<file path="config.mk">
export PLATFORM = sky130hd
export DESIGN_NAME = shl_seq_shifter_flat
export DESIGN_NICKNAME = d
export VERILOG_FILES = /design/src/rtl/shl_seq_shifter_if.sv /design/src/rtl/shl_seq_shifter.sv /design/src/flat_wrapper.sv
export SDC_FILE = /design/constraint.sdc
export NUM_CORES = 1
export LEC_CHECK = 0
export CAP_MARGIN = 20
export CORE_UTILIZATION = 35
export DETAILED_ROUTE_END_ITERATION = 8
export GPL_ROUTABILITY_DRIVEN = 0
export PLACE_DENSITY = 0.61
export SYNTH_ARGS = -nofsm -noshare
export SYNTH_HDL_FRONTEND = slang
export SYNTH_SLANG_ARGS = --single-unit
</file>
<file path="constraint.sdc">
create_clock -name clk -period 6.7 [get_ports clk]
set_clock_uncertainty 0.15 [all_clocks]
set_input_delay 0.67 -clock clk [delete_from_list [all_inputs] [get_ports clk]]
set_output_delay 0.67 -clock clk [all_outputs]
set_load 0.005 [all_outputs]
</file>
<file path="src/rtl/shl_seq_shifter_if.sv">
// Handshake and data bundle for the sequential left shifter/rotator.
// The master is the requesting controller and the slave is the shifter.
interface shl_seq_shifter_if #(
  parameter int WIDTH = 32,
  parameter int SHW   = 5
);
  logic             start;
  logic             in_ready;
  logic [WIDTH-1:0] a;
  logic [SHW-1:0]   shamt;
  logic             rotate;
  logic             done;
  logic [WIDTH-1:0] out;

  modport master (
    output start, a, shamt, rotate,
    input  in_ready, done, out
  );

  modport slave (
    input  start, a, shamt, rotate,
    output in_ready, done, out
  );
endinterface

</file>
<file path="src/rtl/shl_seq_shifter.sv">
// Sequential 32-bit SLL/ROL unit that retires up to two bit positions per clock.
// Define SHL_ROTATE_EN to compile in rotate support; without it the block is SLL only.
module shl_seq_shifter #(
  parameter int WIDTH = 32,
  parameter int SHW   = 5
) (
  input  logic               clk,
  input  logic               rst,
  shl_seq_shifter_if.slave   bus
);

  typedef enum logic [1:0] {
    ST_IDLE  = 2'd0,
    ST_SHIFT = 2'd1,
    ST_DONE  = 2'd2
  } state_t;

  state_t           state_q, state_d;
  logic [WIDTH-1:0] work_q,  work_d;
  logic [SHW-1:0]   rem_q,   rem_d;
  logic [1:0]       fill2_s;
  logic             fill1_s;

`ifdef SHL_ROTATE_EN
  logic             rot_q,   rot_d;

  // Rotation refills the low end with the bits leaving the top.
  assign fill2_s = rot_q ? work_q[WIDTH-1:WIDTH-2] : 2'b00;
  assign fill1_s = rot_q ? work_q[WIDTH-1]         : 1'b0;
`else
  logic             rotate_unused_s;

  assign rotate_unused_s = bus.rotate;
  assign fill2_s         = 2'b00;
  assign fill1_s         = 1'b0;
`endif

  // State, work register and remaining-count registers.
  always_ff @(posedge clk or posedge rst) begin
    if (rst) begin
      state_q <= ST_IDLE;
      work_q  <= {WIDTH{1'b0}};
      rem_q   <= {SHW{1'b0}};
`ifdef SHL_ROTATE_EN
      rot_q   <= 1'b0;
`endif
    end else begin
      state_q <= state_d;
      work_q  <= work_d;
      rem_q   <= rem_d;
`ifdef SHL_ROTATE_EN
      rot_q   <= rot_d;
`endif
    end
  end

  // Next-state logic: accept in IDLE, shift by two (or one on an odd tail), then report.
  always_comb begin
    state_d = state_q;
    work_d  = work_q;
    rem_d   = rem_q;
`ifdef SHL_ROTATE_EN
    rot_d   = rot_q;
`endif
    case (state_q)
      ST_IDLE: begin
        if (bus.start) begin
          work_d  = bus.a;
          rem_d   = bus.shamt;
`ifdef SHL_ROTATE_EN
          rot_d   = bus.rotate;
`endif
          state_d = ST_SHIFT;
        end else begin
          state_d = ST_IDLE;
        end
      end
      ST_SHIFT: begin
        if (rem_q >= SHW'(2)) begin
          work_d = {work_q[WIDTH-3:0], fill2_s};
          rem_d  = rem_q - SHW'(2);
        end else if (rem_q == SHW'(1)) begin
          work_d = {work_q[WIDTH-2:0], fill1_s};
          rem_d  = {SHW{1'b0}};
        end else begin
          state_d = ST_DONE;
        end
      end
      ST_DONE: begin
        state_d = ST_IDLE;
      end
      default: begin
        state_d = ST_IDLE;
      end
    endcase
  end

  assign bus.in_ready = (state_q == ST_IDLE);
  assign bus.done     = (state_q == ST_DONE);
  assign bus.out      = work_q;

endmodule

</file>
<file path="src/flat_wrapper.sv">
// flat-port wrapper written by rule: the top's interface ports become plain ports
module shl_seq_shifter_flat 
#(
  parameter int WIDTH = 32,
  parameter int SHW   = 5
)
  (clk, rst, bus_start, bus_a, bus_shamt, bus_rotate, bus_in_ready, bus_done, bus_out);
  shl_seq_shifter_if #(.WIDTH(WIDTH), .SHW(SHW)) bus_i ();
  input  logic clk;
  input  logic rst;
  input wire logic [$bits(bus_i.start)-1:0] bus_start;
  input wire logic [$bits(bus_i.a)-1:0] bus_a;
  input wire logic [$bits(bus_i.shamt)-1:0] bus_shamt;
  input wire logic [$bits(bus_i.rotate)-1:0] bus_rotate;
  output wire logic [$bits(bus_i.in_ready)-1:0] bus_in_ready;
  output wire logic [$bits(bus_i.done)-1:0] bus_done;
  output wire logic [$bits(bus_i.out)-1:0] bus_out;
  assign bus_i.start = bus_start;
  assign bus_i.a = bus_a;
  assign bus_i.shamt = bus_shamt;
  assign bus_i.rotate = bus_rotate;
  assign bus_in_ready = bus_i.in_ready;
  assign bus_done = bus_i.done;
  assign bus_out = bus_i.out;
  shl_seq_shifter #(.WIDTH(WIDTH), .SHW(SHW)) u_core (.clk(clk), .rst(rst), .bus(bus_i));
endmodule
</file>
# == Word-level counts from Yosys, hierarchy flattened ==
# Index checks and enable logic that the tools add are counted.
# word_totals
register_bits,39
inputBits,41
out_inout_bits,34
# classes
n_addsub,1
order_cmp,1
n_eq_ne,7
muxes,12
reduce_logical,4
# op_table
cell,count
two-way mux 32 bit,3
case mux 32 bit (2 select lines),1
two-way mux 5 bit,3
case mux 5 bit (2 select lines),1
"inequality test 2 bit, second input constant",3
"equality test 5 x 1 -> 1 bit, second input constant",1
"greater-or-equal comparator 5 x 2 -> 1 bit, second input constant",1
"subtractor 5 x 2 -> 5 bit, second input constant",1
two-way mux 2 bit,2
case mux 2 bit (2 select lines),1
"inequality test 3 x 1 -> 1 bit, second input constant",1
AND reduction 3 bit,1
"equality test 2 x 1 -> 1 bit, second input constant",1
"equality test 2 bit, second input constant",1
logical NOT 2 bit,1
AND reduction 2 bit,1
nonzero test 2 bit,1
two-way mux 1 bit,1

# == Longest topological paths before layout ==
# logic_depth
depth_word,4
depth_mapped,8
ltp_nobuf,6

# == Worst setup path before layout ==
# Ideal clock, no wire load.
# synth_path
kind,register to register
from,reg u_core.rem_q[2]
to,reg u_core.work_q[10] (netlist: u_core.bus.out[10])
setup_time_ps,125
t_arrival_ps,1837
required_ps,6425
slack_ps,4587
stages_incl_launch_ff,9
n_path_buf,2
path_cell_list,dfrtp_1 > inv_1 > ha_1 > nor3b_4 > o211ai_2 > and2_1 > buf_6 > buf_6 > mux2_4
# synth_between
elab_chain_len,3
# synth_rtl
element,line_no,rtl
start: declaration,shl_seq_shifter.sv:20,"logic [SHW-1:0] rem_q, rem_d;"
start signal: assignment,shl_seq_shifter.sv:43,rem_q <= {SHW{1'b0}};
start signal: assignment,shl_seq_shifter.sv:50,rem_q <= rem_d;
greater-or-equal comparator 5 x 2 -> 1 bit / equality test 5 x 1 -> 1 bit (equally long branches),"shl_seq_shifter.sv:79, shl_seq_shifter.sv:82",
inequality test 3 x 1 -> 1 bit (no source line) / two-way mux 32 bit (equally long branches),n/a,
AND reduction 3 bit (no source line) / case mux 32 bit (2 select lines) (equally long branches),n/a,
end signal: assignment,shl_seq_shifter.sv:42,work_q <= {WIDTH{1'b0}};
end signal: assignment,shl_seq_shifter.sv:49,work_q <= work_d;
end: declaration,shl_seq_shifter.sv:19,"logic [WIDTH-1:0] work_q, work_d;"
# Several ways; a longest one is shown, not always the timed one.
# A chain may end at the register's enable or synchronous reset.

# == Worst setup path in the final report ==
# layout_path
from,reg u_core.rem_q[2]
to,reg u_core.rem_q[4]
# layout_between
elab_chain_len,3
# layout_rtl
element,line_no,rtl
"subtractor 5 x 2 -> 5 bit, or another cell as far along",shl_seq_shifter.sv:81,rem_d = rem_q - SHW'(2);
two-way mux 5 bit / inequality test 3 x 1 -> 1 bit (equally long branches),n/a,
case mux 5 bit (2 select lines) / AND reduction 3 bit (equally long branches),n/a,
# Several ways; a longest one is shown, not always the timed one.

==> results_dict.tcl <==
set metrics [dict create \
    status "finished clean" \
    hp-class "reg2reg" \
    slew_violations 0 \
    layout-drive-gt1-share_pct 14.8 \
    pre_cts_slack_ps 3590 \
    synth_area_per_cell_um2 9.37 \
    num_antenna_cells 0 \
    coreArea_um2 6790 \
    synthDistinctLibCells 31 \
    leakage_nw 1.38 \
    syn_area_um2 2470 \
    nets 368 \
    max_freq_mhz 386 \
    placementRows 30 \
    ys_seq_area_share_pct 39.4 \
    ys_top_cells_by_area "dfrtp_1 (39%), mux2_4 (15%), a31oi_1 (7.6%), o21ai_0 (6.9%), a21oi_1 (6.7%)" \
    grt.overflow.total 0 \
    hold_viol_final 0 \
    via_count 2273 \
    routed_via_density 5.40 \
    fin_crit_sh_pct 38.7 \
    holdPathEnd "u_core.bus.out[31]" \
    reg2reg_from "u_core.rem_q[2]" \
    yosysTopAreaCellShare_pct 39.4 \
    antenna_found_initial 0 \
    first_pass_iters 4 \
    cap_violations 0 \
    cts-root-buf "clkbuf_8" \
    cp_data_arrival_time_ps 2620 \
    rsz0062_at_grt "false" \
    portBuffers 73 \
    area_growth_pct 35.1 \
    worst_slew_pin_slew_ps 902 \
    critical_path_class "reg2reg" \
    met2WireLength_um 2810 \
    drtIter0Drc 134 \
    postCtsSetupRepairBufs 0 \
    ant_nets 0 \
    top_layer "met4" \
    die_w_um 86.1 \
    crit_path_cell_trace "inv_1 > ha_1 > or3b_1 > o21ai_0 > o211ai_1 > a22o_1" \
    htreeDepth 2 \
    hpwl_um 3840 \
    slowest_delay_ps 740 \
    grt_max_degree 42 \
    synth-async-reset-ratio_pct 100 \
    wirelength_met1_um 2900 \
    synth_seq_cells 39 \
    ir_worst_vdd_mv 0.263 \
    worst_r2r_endpoint "u_core.rem_q[4]" \
    cts_buffers 5 \
    synthTopCellsByCount "dfrtp_1 (39), nor2_1 (37), o21ai_0 (34)" \
    synth_top_area_cell "dfrtp_1" \
    cts_resized 0 \
    startpoint_type "flop" \
    pwr-share-seq_pct 26.0 \
    p_int_mw 1.16 \
    min_period_ps 2590 \
    grt_first_pass_wirelength_um 10300 \
    hold_path_depth 1 \
    clockPowerShare_pct 7.9 \
    relSlewSlack_pct 39.8 \
    syn_inst 264 \
    finalSetupTns_ps 0 \
    wl_per_cell_um 14.9 \
    cts_tree "done" \
    sw_frac_of_total_pct 39.3 \
    cp.required_ps 6730 \
    r2r.worst_path.cells 6 \
    synth_edf_count 0 \
    end_kind "flop" \
    die_h_um 86.1 \
    p_per_area_nw_per_um2 570 \
    power.total_mw 1.90 \
    setup_viol 0 \
    synthFlopType "dfrtp_1" \
    io_pins 75 \
    switching_power_mw 0.749 \
    cts.path.max_buffers 2 \
    rrSetupSlack_ps 4110 \
    cts_hold_buf 0 \
    worstPathMaxFanout 31 \
    grt_pass1_vias 2164 \
    p_comb_share_pct 66.2 \
    synth_nets 306 \
    clock-sinks 39 \
    drc 0 \
    fin_ws_ps 4110 \
    min_from "u_core.bus.out[31]" \
    synth-warning-count 0 \
    initial_core_util_pct 36.4 \
    synth.most_common_cell "dfrtp_1" \
    dieArea_um2 7410 \
    cp_slowest_cell "or3b_1" \
    gr-usage-all-layers_pct 17.6 \
    clk_latency_ps 290 \
    wirelength_um 6270 \
    dr_wl_met3_um 468 \
    clk_pin_slew_ps 70 \
]
[layer usage]
| metal | up-vias | GRT usage (%) |
|---|---|---|
| met5 | - | 0 |
| met1 | 1082 | 22.9 |
| met4 | 0 | 5.91 |
| li1 | 1082 | - |
| met3 | 10 | 4.33 |
| met2 | 99 | 28.6 |
[per-stage QoR]
step / area [um^2] / hold WS (ps) / utilization (%) / std cells
after floorplan: 2470 / 357 / - / 264
after global placement: 3220 / 360 / 47.5 / 413
after detailed placement: 3220 / 356 / 47.5 / 413
after CTS: 3300 / 387 / 48.5 / 419
after global routing: 3340 / 393 / 49.2 / 421
final: 3340 / 386 / 49.2 / 421
[kinds of logic after synthesis]
kind of cell	synth area share, %
fa+ha+maj	0.505
xor+xnor	0.354
mux	18.6
simple gates	9.61
buf+inv	6.72
compound gates	24.8
flops	39.4
[layout by cell type, fill, tap and decap left out]
cell type	netlist	routed
a21boi_1	1	1
a21oi_1	33	33
a22o_1	2	2
a22oi_1	1	1
a2bb2oi_1	1	1
a31oi_1	30	30
a32o_1	1	1
and2_2	0	1
buf_12	0	1
buf_16	0	1
buf_4	0	5
clkbuf_1	17	1
clkbuf_8	0	5
clkdlybuf4s50_1	0	73
dfrtp_1	39	39
ha_1	1	1
inv_1	5	5
mux2_2	7	7
mux2_4	24	24
mux2i_1	2	2
nand2_1	5	5
nand2b_1	2	2
nor2_1	37	37
nor2b_1	2	1
nor2b_2	0	1
nor3_1	1	1
nor3b_2	0	1
nor3b_4	1	1
o211ai_1	2	2
o211ai_2	1	1
o21ai_0	34	34
o21ai_1	1	1
o31ai_1	1	1
or3b_1	2	2
xnor2_1	1	1
[area by class of cell]
cell class                      instances  area (um^2)
Inverter                                5         18.8
Tap cell                               96          120
Multi-Input combinational cell        195         1340
Fill cell                             657         3450
Sequential cell                        39          976
Clock buffer                            6         72.6
Timing Repair Buffer                   80          816
[state kept, by name, indices dropped and copies added, names as in the netlist]
signal	count
u_core.rem_q	5
u_core.state_q	2
u_core.bus.out	32
[worst max-delay path, delay by kind of cell (launching register included)]
| kind | cells | cell delay, ps |
|---|---|---|
| AOI/OAI and AO/OA | 3 | 830 |
| adders and majority gates | 1 | 210 |
| buffers and inverters | 1 | 100 |
| DFF | 1 | 450 |
| and+or+nand+nor | 1 | 740 |
[worst max path at each step]
stage / slack [ps] / depth (start not counted) / from / endpoint
after global routing: 3870 / 6 / u_core.rem_q[2] / u_core.rem_q[4]
after global placement: 3610 / 5 / bus_start / u_core.bus.out[25]
final: 4110 / 6 / u_core.rem_q[2] / u_core.rem_q[4]
after floorplan: 4590 / 8 / u_core.rem_q[2] / u_core.bus.out[10]
after CTS: 3910 / 5 / bus_start / u_core.bus.out[28]
after detailed placement: 3590 / 5 / bus_start / u_core.bus.out[28]
[power groups by stage]
stage | sequential [mW] | combinational, mW | clock [mW]
finish | 0.495 | 1.26 | 0.150
global route | 0.515 | 1.38 | 0.168
CTS | 0.495 | 1.24 | 0.157
detailed placement | 0.497 | 1.23 | 0
global placement | 0.499 | 1.22 | 0
floorplan | 0.476 | 0.911 | 0
Power figures use the tool's default switching activity.
